## config.mk

```make
export PLATFORM = sky130hd
export DESIGN_NAME = bundle_issue
export DESIGN_NICKNAME = d
export VERILOG_FILES = /design/src/rtl/vliw_pkg.sv /design/src/rtl/bundle_fifo.sv /design/src/rtl/bundle_issue.sv
export SDC_FILE = /design/constraint.sdc
export NUM_CORES = 1
export LEC_CHECK = 0
export BUFFER_PORTS_ARGS = -buffer_cell sky130_fd_sc_hd__buf_2
export CAP_MARGIN = 20
export CORE_ASPECT_RATIO = 0.8
export CORE_UTILIZATION = 50
export DETAILED_ROUTE_END_ITERATION = 8
export GPL_ROUTABILITY_DRIVEN = 0
export PLACE_DENSITY = 0.75
export SYNTH_ARGS = -nofsm -noshare
export SYNTH_HDL_FRONTEND = slang
export SYNTH_SLANG_ARGS = --single-unit
```

## constraint.sdc

```tcl
create_clock -name clock -period 7 [get_ports clock]
set_input_delay 0.35 -clock clock [delete_from_list [all_inputs] [get_ports clock]]
set_output_delay 0.35 -clock clock [all_outputs]
set_load 0.05 [all_outputs]
```

## src/rtl/vliw_pkg.sv

```systemverilog
// Shared widths, NOP encoding and the bundle record used by the VLIW
// front end.
package vliw_pkg;

  localparam int unsigned WORD_W   = 64;
  localparam int unsigned DATA_W   = 192;
  localparam int unsigned BUNDLE_W = WORD_W + DATA_W;

  localparam logic [WORD_W-1:0] NOP_WORD = 64'h0;

  typedef struct packed {
    logic [WORD_W-1:0] word;
    logic [DATA_W-1:0] data;
  } bundle_t;

endpackage

```

## src/rtl/bundle_fifo.sv

```systemverilog
// DEPTH-entry synchronous bundle FIFO with flush, occupancy count and
// registered empty/full flags.
module bundle_fifo
  import vliw_pkg::*;
#(
  parameter int unsigned DEPTH = 4
) (
  input  logic                   clk_i,
  input  logic                   rst_i,
  input  logic                   clear_i,
  input  logic                   push_i,
  input  logic                   pop_i,
  input  bundle_t                wdata_i,
  output bundle_t                rdata_o,
  output logic [$clog2(DEPTH):0] count_o,
  output logic                   empty_o,
  output logic                   full_o
);

  localparam int unsigned PTR_W = $clog2(DEPTH);
  localparam int unsigned OCC_W = PTR_W + 1;

  bundle_t            mem_q [DEPTH];
  logic [PTR_W-1:0]   wr_ptr_q, wr_ptr_d;
  logic [PTR_W-1:0]   rd_ptr_q, rd_ptr_d;
  logic [OCC_W-1:0]   count_q, count_d;
  logic               empty_q, full_q;
  logic               push_ok, pop_ok;

  assign push_ok = push_i && !full_q && !clear_i;
  assign pop_ok  = pop_i && !empty_q && !clear_i;

  always_comb begin
    wr_ptr_d = wr_ptr_q;
    rd_ptr_d = rd_ptr_q;
    count_d  = count_q;
    if (clear_i) begin
      wr_ptr_d = '0;
      rd_ptr_d = '0;
      count_d  = '0;
    end else begin
      if (push_ok) wr_ptr_d = wr_ptr_q + PTR_W'(1);
      if (pop_ok)  rd_ptr_d = rd_ptr_q + PTR_W'(1);
      case ({push_ok, pop_ok})
        2'b10:   count_d = count_q + OCC_W'(1);
        2'b01:   count_d = count_q - OCC_W'(1);
        default: count_d = count_q;
      endcase
    end
  end

  always_ff @(posedge clk_i) begin
    if (rst_i) begin
      wr_ptr_q <= '0;
      rd_ptr_q <= '0;
      count_q  <= '0;
      empty_q  <= 1'b1;
      full_q   <= 1'b0;
    end else begin
      wr_ptr_q <= wr_ptr_d;
      rd_ptr_q <= rd_ptr_d;
      count_q  <= count_d;
      empty_q  <= (count_d == '0);
      full_q   <= (count_d == OCC_W'(DEPTH));
    end
  end

  // Storage needs no reset; contents are only read when count_q > 0.
  always_ff @(posedge clk_i) begin
    if (push_ok && !rst_i) mem_q[wr_ptr_q] <= wdata_i;
  end

  assign rdata_o = mem_q[rd_ptr_q];
  assign count_o = count_q;
  assign empty_o = empty_q;
  assign full_o  = full_q;

endmodule

```

## src/rtl/bundle_issue.sv

```systemverilog
// Issue stage ahead of vliw_top: queues {word,data} bundles and presents one
// registered bundle per clock, substituting a NOP when nothing is queued.
module bundle_issue
  import vliw_pkg::*;
#(
  parameter int unsigned DEPTH = 4,
  parameter int unsigned CNT_W = 16
) (
  input  logic              clock,
  input  logic              reset,
  input  logic              in_valid,
  output logic              in_ready,
  input  logic [WORD_W-1:0] in_word,
  input  logic [DATA_W-1:0] in_data,
  input  logic              jump,
  output logic [WORD_W-1:0] word,
  output logic [DATA_W-1:0] data,
  output logic              issue_valid,
  output logic              empty,
  output logic [CNT_W-1:0]  issue_count
);

  localparam int unsigned OCC_W = $clog2(DEPTH) + 1;

  logic             push, pop;
  logic             fifo_full;
  logic [OCC_W-1:0] fifo_count;
  bundle_t          head, wr_bundle;

  logic [WORD_W-1:0] word_q, word_d;
  logic [DATA_W-1:0] data_q, data_d;
  logic              valid_q, valid_d;
  logic [CNT_W-1:0]  cnt_q, cnt_d;

  // Full blocks the producer even in a popping cycle; no ready-through-pop path.
  assign in_ready  = !fifo_full && !jump;
  assign push      = in_valid && in_ready;
  assign pop       = (fifo_count != '0) && !jump;
  assign wr_bundle = {in_word, in_data};

  bundle_fifo #(
    .DEPTH(DEPTH)
  ) u_fifo (
    .clk_i   (clock),
    .rst_i   (reset),
    .clear_i (jump),
    .push_i  (push),
    .pop_i   (pop),
    .wdata_i (wr_bundle),
    .rdata_o (head),
    .count_o (fifo_count),
    .empty_o (empty),
    .full_o  (fifo_full)
  );

  always_comb begin
    word_d  = NOP_WORD;
    data_d  = '0;
    valid_d = 1'b0;
    cnt_d   = cnt_q;
    if (pop) begin
      word_d  = head.word;
      data_d  = head.data;
      valid_d = 1'b1;
      cnt_d   = cnt_q + CNT_W'(1);
    end
  end

  always_ff @(posedge clock) begin
    if (reset) begin
      word_q  <= NOP_WORD;
      data_q  <= '0;
      valid_q <= 1'b0;
      cnt_q   <= '0;
    end else begin
      word_q  <= word_d;
      data_q  <= data_d;
      valid_q <= valid_d;
      cnt_q   <= cnt_d;
    end
  end

  assign word        = word_q;
  assign data        = data_q;
  assign issue_valid = valid_q;
  assign issue_count = cnt_q;

endmodule

```

======== Word-level counts from Yosys, hierarchy flattened ========
Memory sizes are Yosys's and may differ from the RTL's. A register that Yosys moved wholly into a read port is not among the register bits.
Index checks and enable logic that the tools add are counted.
storage, ports and cells
  bits in registers ....................... 26
  latch bits .............................. 0
  bits in writable memories ............... 1024
  memory bits (read-only) ................. 0
  bits of input ports ..................... 260
  output and inout bits ................... 275
  logic and storage cells ................. 38
  memories kept ........................... 1
cells by class
  add/subtract/negate cells ............... 5
  $mul .................................... 0
  divide/modulo/power cells ............... 0
  magnitude comparators ................... 0
  eq/ne operators ......................... 3
  shifts and indexed selects .............. 0
  muxes and demuxes ....................... 5
  bitwise logic cells ..................... 1
  reductions and logical operators ........ 16
memories
  name          words  bits a word  rd ports  clocked after memory_dff  wr ports  RTL line           text
  u_fifo.mem_q  4      256          1         1                         1         bundle_fifo.sv:23  bundle_t mem_q [DEPTH];
operators with widths
  kind                                                 number
  adder 16 x 1 -> 16 bit, second input constant        1
  logical AND 1 bit                                    8
  case mux 3 bit (2 select lines)                      1
  adder 2 x 1 -> 2 bit, second input constant          2
  logical NOT 1 bit                                    4
  OR reduction 2 bit                                   2
  adder 3 x 1 -> 3 bit, second input constant          1
  equality test 3 bit, second input constant           1
  logical NOT 3 bit                                    1
  2-to-1 mux 1 bit                                     3
  2-to-1 mux 3 bit                                     1
  nonzero test 3 bit                                   1
  subtractor 3 x 1 -> 3 bit, second input constant     1
  equality test 2 x 1 -> 1 bit, second input constant  1
  equality test 2 bit, second input constant           1
  inverter 1 bit                                       1

======== Depth between registers and ports, before layout ========
Gate-level depths: netlist of run 1.
  depth in word-level cells ............... 9
  mapped depth ............................ 9
  depth with buffers taken out ............ 8

======== Cells and area by module ========
A second synthesis of run 1 with hierarchy kept.
second synthesis, totals
  cells, all modules ...................... 2021
  area, all modules ....................... 44991.9 µm²
modules (own cells, without submodules)
  module        times used  cells an instance  area each (µm²)  seq. area each (µm²)
  bundle_fifo   1           1391               37354.6          30969.7
  bundle_issue  1           630                7637.3           5465.2

======== Worst setup path before layout of run 1 ========
OpenSTA, ideal clock, no wires.
  path kind ............................... input port to flip-flop
  start point ............................. input port jump
  end point ............................... memory u_fifo.mem_q[0][0] (netlist bit), enable pin
  library setup time ...................... 0.650 ns
  arrival time ............................ 7.570 ns
  data required time ...................... 6.350 ns
  path slack .............................. -1.221 ns
  stages .................................. 5
  path buffers ............................ 1
  cell sequence ........................... clkbuf_1 nor2_1 nand2_1 nor2_1 and2_1
on the way
  longest elaborated chain between the ends .. 8
RTL lines
  item                                    RTL line            text
  start, declared                         bundle_issue.sv:15  input logic jump,
  logical NOT 1 bit                       bundle_issue.sv:36  assign in_ready = !fifo_full && !jump;
  logical AND 1 bit                       bundle_issue.sv:36
  net in_ready                            bundle_issue.sv:12  output logic in_ready,
  logical AND 1 bit                       bundle_issue.sv:37  assign push = in_valid && in_ready;
  logical AND 1 bit (2 in series)         bundle_fifo.sv:30   assign push_ok = push_i && !full_q && !clear_i;
  logical AND 1 bit                       bundle_fifo.sv:70   if (push_ok && !rst_i) mem_q[wr_ptr_q] <= wdata_i;
  2-to-1 mux 1 bit                        bundle_fifo.sv:70
  2-to-1 mux 1 bit (implied by the code)  bundle_fifo.sv:70
  end, declared                           bundle_fifo.sv:23
The timed path passes the listed nets, and every way through them passes these cells.

======== Final worst setup path of run 1 ========
  start point ............................. input port jump
  end point ............................... memory u_fifo.mem_q[1][68] (netlist bit), enable pin
on the way
  longest elaborated chain between the ends .. 8
RTL lines
  item                                        RTL line
  logical NOT 1 bit (*)                       bundle_fifo.sv:30, bundle_issue.sv:36
  logical AND 1 bit                           bundle_issue.sv:36
  logical AND 1 bit                           bundle_issue.sv:37
  logical AND 1 bit                           bundle_fifo.sv:30
  logical AND 1 bit (*)                       bundle_fifo.sv:30
  logical AND 1 bit (*)                       bundle_fifo.sv:70
  2-to-1 mux 1 bit (*)                        bundle_fifo.sv:70
  2-to-1 mux 1 bit (implied by the code) (*)  bundle_fifo.sv:70
Every way passes the cells marked *; elsewhere a longest branch is shown, timed or not.

==> impl_metrics.tcl, run 1 <==
set metrics [dict create \
    status "finished, final reports clean" \
    initial_utilization_pct 50.8 \
    ys_ff_latch 1306 \
    critical-path-max-stage-delay_ns 0.86 \
    synth_cell_type_count 32 \
    cts_resized 0 \
    max_slew_margin_pct 9.66 \
    ioPinCount 535 \
    layout-drive-gt1-share_pct 34.1 \
    worstPathArrival_ns 3.65 \
    required_ns 7.28 \
    cts_buffers 117 \
    die_y_microns 270 \
    most-common-layout-cells "1024 x edfxtp_1, 534 x buf_2, 280 x dfxtp_1" \
    cp_slowest_cell "and2_4" \
    coreArea_sq_um 88200 \
    crit_top_cell "nor2_1" \
    synth.net_count 2288 \
    syn_inst 2021 \
    r2r_cells 5 \
    area_growth_pct 23.7 \
    fin_skew_ns 0.0400 \
    clockBufferDepth 3 \
    clk_root_buffer_cell "clkbuf_16" \
    postCtsSetupBuffers 0 \
    grt_pass1_vias 23145 \
    r2r_start "u_fifo.full_o$_SDFF_PP0_" \
    setup_violations 0 \
    layout_commonest_cell "edfxtp_1" \
    htreeDepth 3 \
    worst_pin_slew_ns 1.36 \
    wirelength_microns 92300 \
    clk_latency_ns 0.69 \
    rsz0062_at_grt "false" \
    p_leak_nw 19.5 \
    fin_nets 3128 \
    cp-startpoint "jump" \
    ant_nets 0 \
    hold_start "reset" \
    holdPathStages 2 \
    slew_viol_final 0 \
    fill_cells 5906 \
    hold_end "issue_count[2]$_SDFFE_PP0N_" \
    worstPathCellList "dlygate4sd3_1 > buf_2 > nor2_1 > nand2_1 > nor2_1 > and2_4 > buf_12" \
    routed_via_density 5.27 \
    maxCapViolations 0 \
    clk_pin_slew_ns 0.06 \
    ir_drop_mv 0.242 \
    tritoncts "built" \
    yosysSeqAreaShare_pct 81.1 \
    fmax_mhz 297 \
    grt_first_pass_wirelength_microns 139000 \
    cts.sinks 1306 \
    whs_ns 0.0673 \
    finalCritPeriodShare_pct 48.1 \
    antenna_found_initial 21 \
    die_w_microns 337 \
    overflow 0 \
    period_needed_ns 3.37 \
    track_usage_pct 20.2 \
    p_per_area_nw_per_um2 277 \
    drt_first_iter_violations 1602 \
    yosysWarnings 0 \
    dr_total_vias 21946 \
    endpoint_kind "flop" \
    hold_viol_final 0 \
    synth_area_per_cell_sq_um 22.2 \
    crit_fanout 145 \
    synth_area_sq_um 44900 \
    start_kind "primary input" \
    post-route-drc-count 0 \
    r2r-end "u_fifo.mem_q[1][68]$_DFFE_PP_" \
    drt_first_pass_iters 5 \
    hold_path_class "in2reg" \
    wl_per_cell_microns 22.2 \
    critPathKind "in2reg" \
    setup_tns_ns 0 \
    grt_max_degree 147 \
    die-area_sq_um 90900 \
    fp-row-count 97 \
    r2r_setup_slack_ns 3.77 \
    dp_hpwl_microns 51100 \
    buffer_ports.inserted 534 \
]
[critical path, delay by kind of cell]
kind,cells,cell delay (ns)
and+or+nand+nor,4,1.47
buffers and inverters,3,1.20
[logic make-up (layout without fill, tap and decap cells)]
kind of cell	after synthesis	after routing	synth area share, %
flops	1306	1306	81.1
simple gates	322	322	4.38
mux	257	257	12.9
buf+inv	96	1041	0.895
compound gates	18	18	0.215
xor+xnor	15	15	0.293
fa+ha+maj	7	7	0.212
other cells	0	13	0
[synth_stat cells]
library cell	number	area, sq um
or4_4	2	22.5
nor3b_1	2	15.0
and2_1	260	1630
or3_1	5	31.3
edfxtp_1	1024	30700
nor2_2	1	6.26
nand2_1	10	37.5
clkbuf_1	61	229
buf_4	1	7.51
nand3_1	3	15.0
nor3_1	5	25.0
a2111oi_0	1	8.76
nand4b_1	1	8.76
nor4_1	4	25.0
or2_0	1	6.26
buf_2	30	150
nor2_1	21	78.8
nand4b_4	1	23.8
ha_1	6	75.1
mux2i_1	1	10.0
a21oi_1	9	45.0
a211oi_1	1	7.51
dfxtp_1	282	5650
mux4_2	256	5770
nand4_1	3	18.8
inv_1	4	15.0
xnor2_1	14	123
and4_1	1	8.76
nor4b_1	2	17.5
o21ai_0	7	35.0
fa_1	1	20.0
xor2_1	1	8.76
[registers in the layout, indices dropped and copies added, names as in the netlist, 2 cells and up]
register         cells
u_fifo.wr_ptr_q      2
word                64
data               192
issue_count         16
u_fifo.count_o       3
u_fifo.mem_q      1024
u_fifo.rd_ptr_q      2
[worst max-delay path by stage]
stage | to | slack (ns) | depth (start not counted)
3_5_place_dp | u_fifo.mem_q[3][103]$_DFFE_PP_ | 3.60 | 6
3_3_place_gp | u_fifo.mem_q[1][119]$_DFFE_PP_ | 3.52 | 6
6_report | u_fifo.mem_q[1][68]$_DFFE_PP_ | 3.63 | 7
2_1_floorplan | u_fifo.mem_q[0][0]$_DFFE_PP_ | 1.68 | 5
5_1_grt | u_fifo.mem_q[1][61]$_DFFE_PP_ | 3.53 | 7
4_1_cts | u_fifo.mem_q[1][75]$_DFFE_PP_ | 3.77 | 7
[through the flow]
stage	total power [mW]	instance area, sq um	util, %	instances	setup slack [ns]
3_5_place_dp	8.92	48900	55.4	3672	3.60
5_1_grt	15.8	55500	62.9	4160	3.53
3_3_place_gp	8.90	48900	55.4	3672	3.52
6_report	15.4	55500	62.9	4167	3.63
2_1_floorplan	8.75	44900	-	2021	1.68
4_1_cts	15.5	55400	62.8	4154	3.77
[per-layer routing]
metal / global-route usage, % / vias to the layer above / wire, microns
met5: 0 / - / 80
met4: 5.57 / 12 / 2150
met3: 5.49 / 165 / 6930
met2: 33.6 / 710 / 46500
met1: 26.3 / 11345 / 36700
li1: - / 9714 / -
[cell type report]
class	instances	area, sq um	area share [%]
inverters	4	15.0	0.0271
multi-input cells	619	8080	14.6
clock inverters	61	624	1.13
repair buffers	813	5490	9.89
clock buffers	163	3350	6.04
well taps	1188	1490	2.68
diodes	13	32.5	0.0586
flip-flops and latches	1306	36400	65.6
[what timing repair did]
action,CTS,global route
setup endpoints to repair,0,0
hold endpoints to repair,1026,0
hold buffers,258,0
[power by group]
| group | internal (mW) | switching, mW | total, mW | leakage (nW) |
|---|---|---|---|---|
| clock network | 3.73 | 2.76 | 6.49 | 1.95 |
| logic | 0.207 | 0.227 | 0.434 | 6.00 |
| registers | 8.43 | 0.0199 | 8.45 | 11.5 |
No activity file was read; power rests on OpenSTA's default activity.
==> run 2, diff against run 1 <==
--- a/config.mk
+++ b/config.mk
@@ -5,13 +5,14 @@
 export SDC_FILE = /design/constraint.sdc
 export NUM_CORES = 1
 export LEC_CHECK = 0
+export ABC_AREA = 1
 export BUFFER_PORTS_ARGS = -buffer_cell sky130_fd_sc_hd__buf_2
 export CAP_MARGIN = 20
 export CORE_ASPECT_RATIO = 0.8
 export CORE_UTILIZATION = 50
 export DETAILED_ROUTE_END_ITERATION = 8
 export GPL_ROUTABILITY_DRIVEN = 0
-export PLACE_DENSITY = 0.75
+export PLACE_DENSITY = 0.72
 export SYNTH_ARGS = -nofsm -noshare
 export SYNTH_HDL_FRONTEND = slang
 export SYNTH_SLANG_ARGS = --single-unit
==> constraint.sdc (replaced) <==
create_clock -name clock -period 3.18 [get_ports clock]
set_input_delay 0.159 -clock clock [delete_from_list [all_inputs] [get_ports clock]]
set_output_delay 0.159 -clock clock [all_outputs]
set_load 0.05 [all_outputs]
==> run 2 against run 1 <==
Non-clock buffer count up 50; global-route usage rose by 1.7 points; first-iteration DRC count grew 58%; setup slack worse by 2.7 ns; combinational power rose to 2.7 times the previous value; synthesized cell count is 72% higher; critical path type is now reg2reg.
==> impl_metrics.tcl, run 2 <==
set metrics [dict create \
    intPower_mw 27.3 \
    worstPathCellList "clkinv_8 > buf_12 > o21ai_0 > a21oi_2" \
    place_area_sq_um 50900 \
    ioPinCount 535 \
    most-common-layout-cells "1061 x nor2_1, 1024 x edfxtp_1, 534 x buf_2" \
    p_per_area_nw_per_um2 595 \
    hold_path_class "in2reg" \
    synth_edf_count 1024 \
    worstPathArrival_ns 2.79 \
    endpoint_kind "flop" \
    area_growth_pct 22.4 \
    period_needed_ns 2.23 \
    r2r_cells 4 \
    track_usage_pct 21.9 \
    layout.cells.non_filler 5599 \
    slew_viol_final 0 \
    p_seq_share_pct 54.5 \
    r2r-end "data[55]$_SDFF_PP0_" \
    power_mw 34.2 \
    htreeDepth 3 \
    holdPathStages 2 \
    yosysTopAreaCell "edfxtp_1" \
    fin_nets 4530 \
    synth.net_count 3747 \
    hold_start "in_data[86]" \
    start_kind "flop" \
    crit_family "buffers and inverters" \
    r2r_setup_slack_ns 0.95 \
    regMostFlops "u_fifo.mem_q" \
    hold_end "u_fifo.mem_q[3][86]$_DFFE_PP_" \
    die-area_sq_um 95200 \
    postCtsSetupBuffers 0 \
    ant_nets 0 \
    clkPwrFrac_pct 42.1 \
    tritoncts "built" \
    ys_ff_latch 1306 \
    wirelength_microns 107000 \
    rsz0062_at_grt "false" \
    synth_area_leaders "edfxtp_1 65%, dfxtp_1 12%, nor2_1 8.5%, o21ai_0 5.6%, a21oi_2 3.7%" \
    max_slew_margin_pct 14.2 \
    fmax_mhz 448 \
    yosysSeqAreaShare_pct 77.5 \
    clk_root_buffer_cell "clkbuf_16" \
    largest_register_ffs 1024 \
    coreArea_sq_um 93100 \
    layout-drive-gt1-share_pct 23.0 \
    whs_ns 0.223 \
    syn_inst 3480 \
    grt_pass1_vias 29060 \
    wl_per_cell_microns 19.1 \
    setup_violations 0 \
    crit_fanout 170 \
    clk_latency_ns 0.68 \
    synth_area_per_cell_sq_um 13.5 \
    post-place-cells 5108 \
    combPwrFrac_pct 3.4 \
    net-switching-power_mw 6.93 \
    synth_top_area_share_pct 65.5 \
    setup_tns_ns 0 \
    finalCritPeriodShare_pct 70.2 \
    async_flop_share_pct 0 \
    p_leak_nw 21.0 \
    synth.most_common_cell "nor2_1" \
    synth_cell_type_count 33 \
    switching_share_pct 20.3 \
    cts.sinks 1306 \
    drt_first_iter_violations 2527 \
    worst_pin_slew_ns 1.29 \
    r2r_start "u_fifo.rd_ptr_q[0]$_SDFFE_PP0P_" \
    dp_hpwl_microns 60400 \
    ir_drop_mv 0.553 \
    hold_viol_final 0 \
    layout_commonest_cell "nor2_1" \
    maxCapViolations 0 \
    synth_common_cells "1066 x nor2_1, 1024 x edfxtp_1, 522 x o21ai_0" \
    required_ns 3.74 \
    cp_slowest_cell "clkinv_8" \
    yosysWarnings 0 \
    fin_skew_ns 0.0173 \
    antenna_found_initial 15 \
    status "finished, final reports clean" \
    drt_first_pass_iters 5 \
    critical-path-max-stage-delay_ns 0.52 \
    clk_pin_slew_ns 0.06 \
    fp-row-count 100 \
    crit_buf_inv 2 \
    initial_utilization_pct 50.4 \
    die_w_microns 345 \
    critPathKind "reg2reg" \
    dr_total_vias 29397 \
    clockBufferDepth 3 \
    overflow 0 \
    buffer_ports.inserted 534 \
    grt_first_pass_wirelength_microns 162000 \
    grt_max_degree 213 \
    die_y_microns 276 \
    routed_via_density 5.25 \
    post-route-drc-count 0 \
    synth_ff_type "edfxtp_1" \
    cts_buffers 118 \
    fin_area_sq_um 57500 \
    synth_area_sq_um 47000 \
]
[run 2: what timing repair did]
action,in CTS,in global routing
setup endpoints to repair,0,0
hold buffers,259,0
endpoints found under the hold margin,1042,0
gates resized for setup,0,0
[run 2: stage by stage]
step                utilization [%]  setup WS [ns]
floorplan                         -          -1.94
global placement               54.6          0.984
detailed placement             54.6          0.984
CTS                            61.7           1.03
global route                   61.7          0.856
finish                         61.7          0.946
[run 2: kinds of logic (layout without fill, tap and decap cells)]
family	count (synthesis)	in the layout	synth area share (%)
compound gates	789	789	10.0
xor+xnor	2	2	0.0373
fa+ha+maj	7	7	0.203
buf+inv	241	1128	3.01
flops	1306	1306	77.5
other cells	0	8	0
simple gates	1135	1135	9.22
[run 2: area by class of cell]
| class | count | area (sq um) |
|---|---|---|
| antenna | 8 | 20.0 |
| timing repair buffer | 863 | 6140 |
| clock inverter | 61 | 631 |
| fill | 6808 | 35600 |
| multi-input combinational | 1933 | 9200 |
| clock buffer | 163 | 3370 |
| sequential | 1306 | 36400 |
| inverter | 41 | 181 |
| tap | 1224 | 1530 |
[run 2: worst max path at each step]
| stage | to | start | depth (start not counted) | slack [ns] |
|---|---|---|---|---|
| after global routing | data[55]$_SDFF_PP0_ | u_fifo.rd_ptr_q[0]$_SDFFE_PP0P_ | 4 | 0.86 |
| after global placement | u_fifo.mem_q[0][66]$_DFFE_PP_ | reset | 6 | 0.98 |
| after floorplan | u_fifo.mem_q[0][0]$_DFFE_PP_ | u_fifo.full_o$_SDFF_PP0_ | 3 | -1.94 |
| final | data[55]$_SDFF_PP0_ | u_fifo.rd_ptr_q[0]$_SDFFE_PP0P_ | 4 | 0.95 |
| after CTS | data[35]$_SDFF_PP0_ | u_fifo.rd_ptr_q[0]$_SDFFE_PP0P_ | 4 | 1.03 |
| after detailed placement | u_fifo.mem_q[0][66]$_DFFE_PP_ | reset | 6 | 0.98 |
[run 2: power groups by stage]
stage               clock, mW  combinational [mW]  sequential, mW
detailed placement          0               0.897            19.0
global route             15.3                1.27            18.6
global placement            0               0.870            19.0
CTS                      14.6                1.17            18.6
floorplan                   0               0.282            19.2
finish                   14.4                1.18            18.6
[run 2: per-layer routing]
layer	GRT usage (%)	up-vias	wire [microns]	share of wire (%)
met4	7.70	14	3190	3.0
met3	4.12	208	7760	7.3
li1	-	13808	-	-
met1	29.2	14289	43600	41
met5	0	-	79	0.074
met2	36.1	1078	52200	49
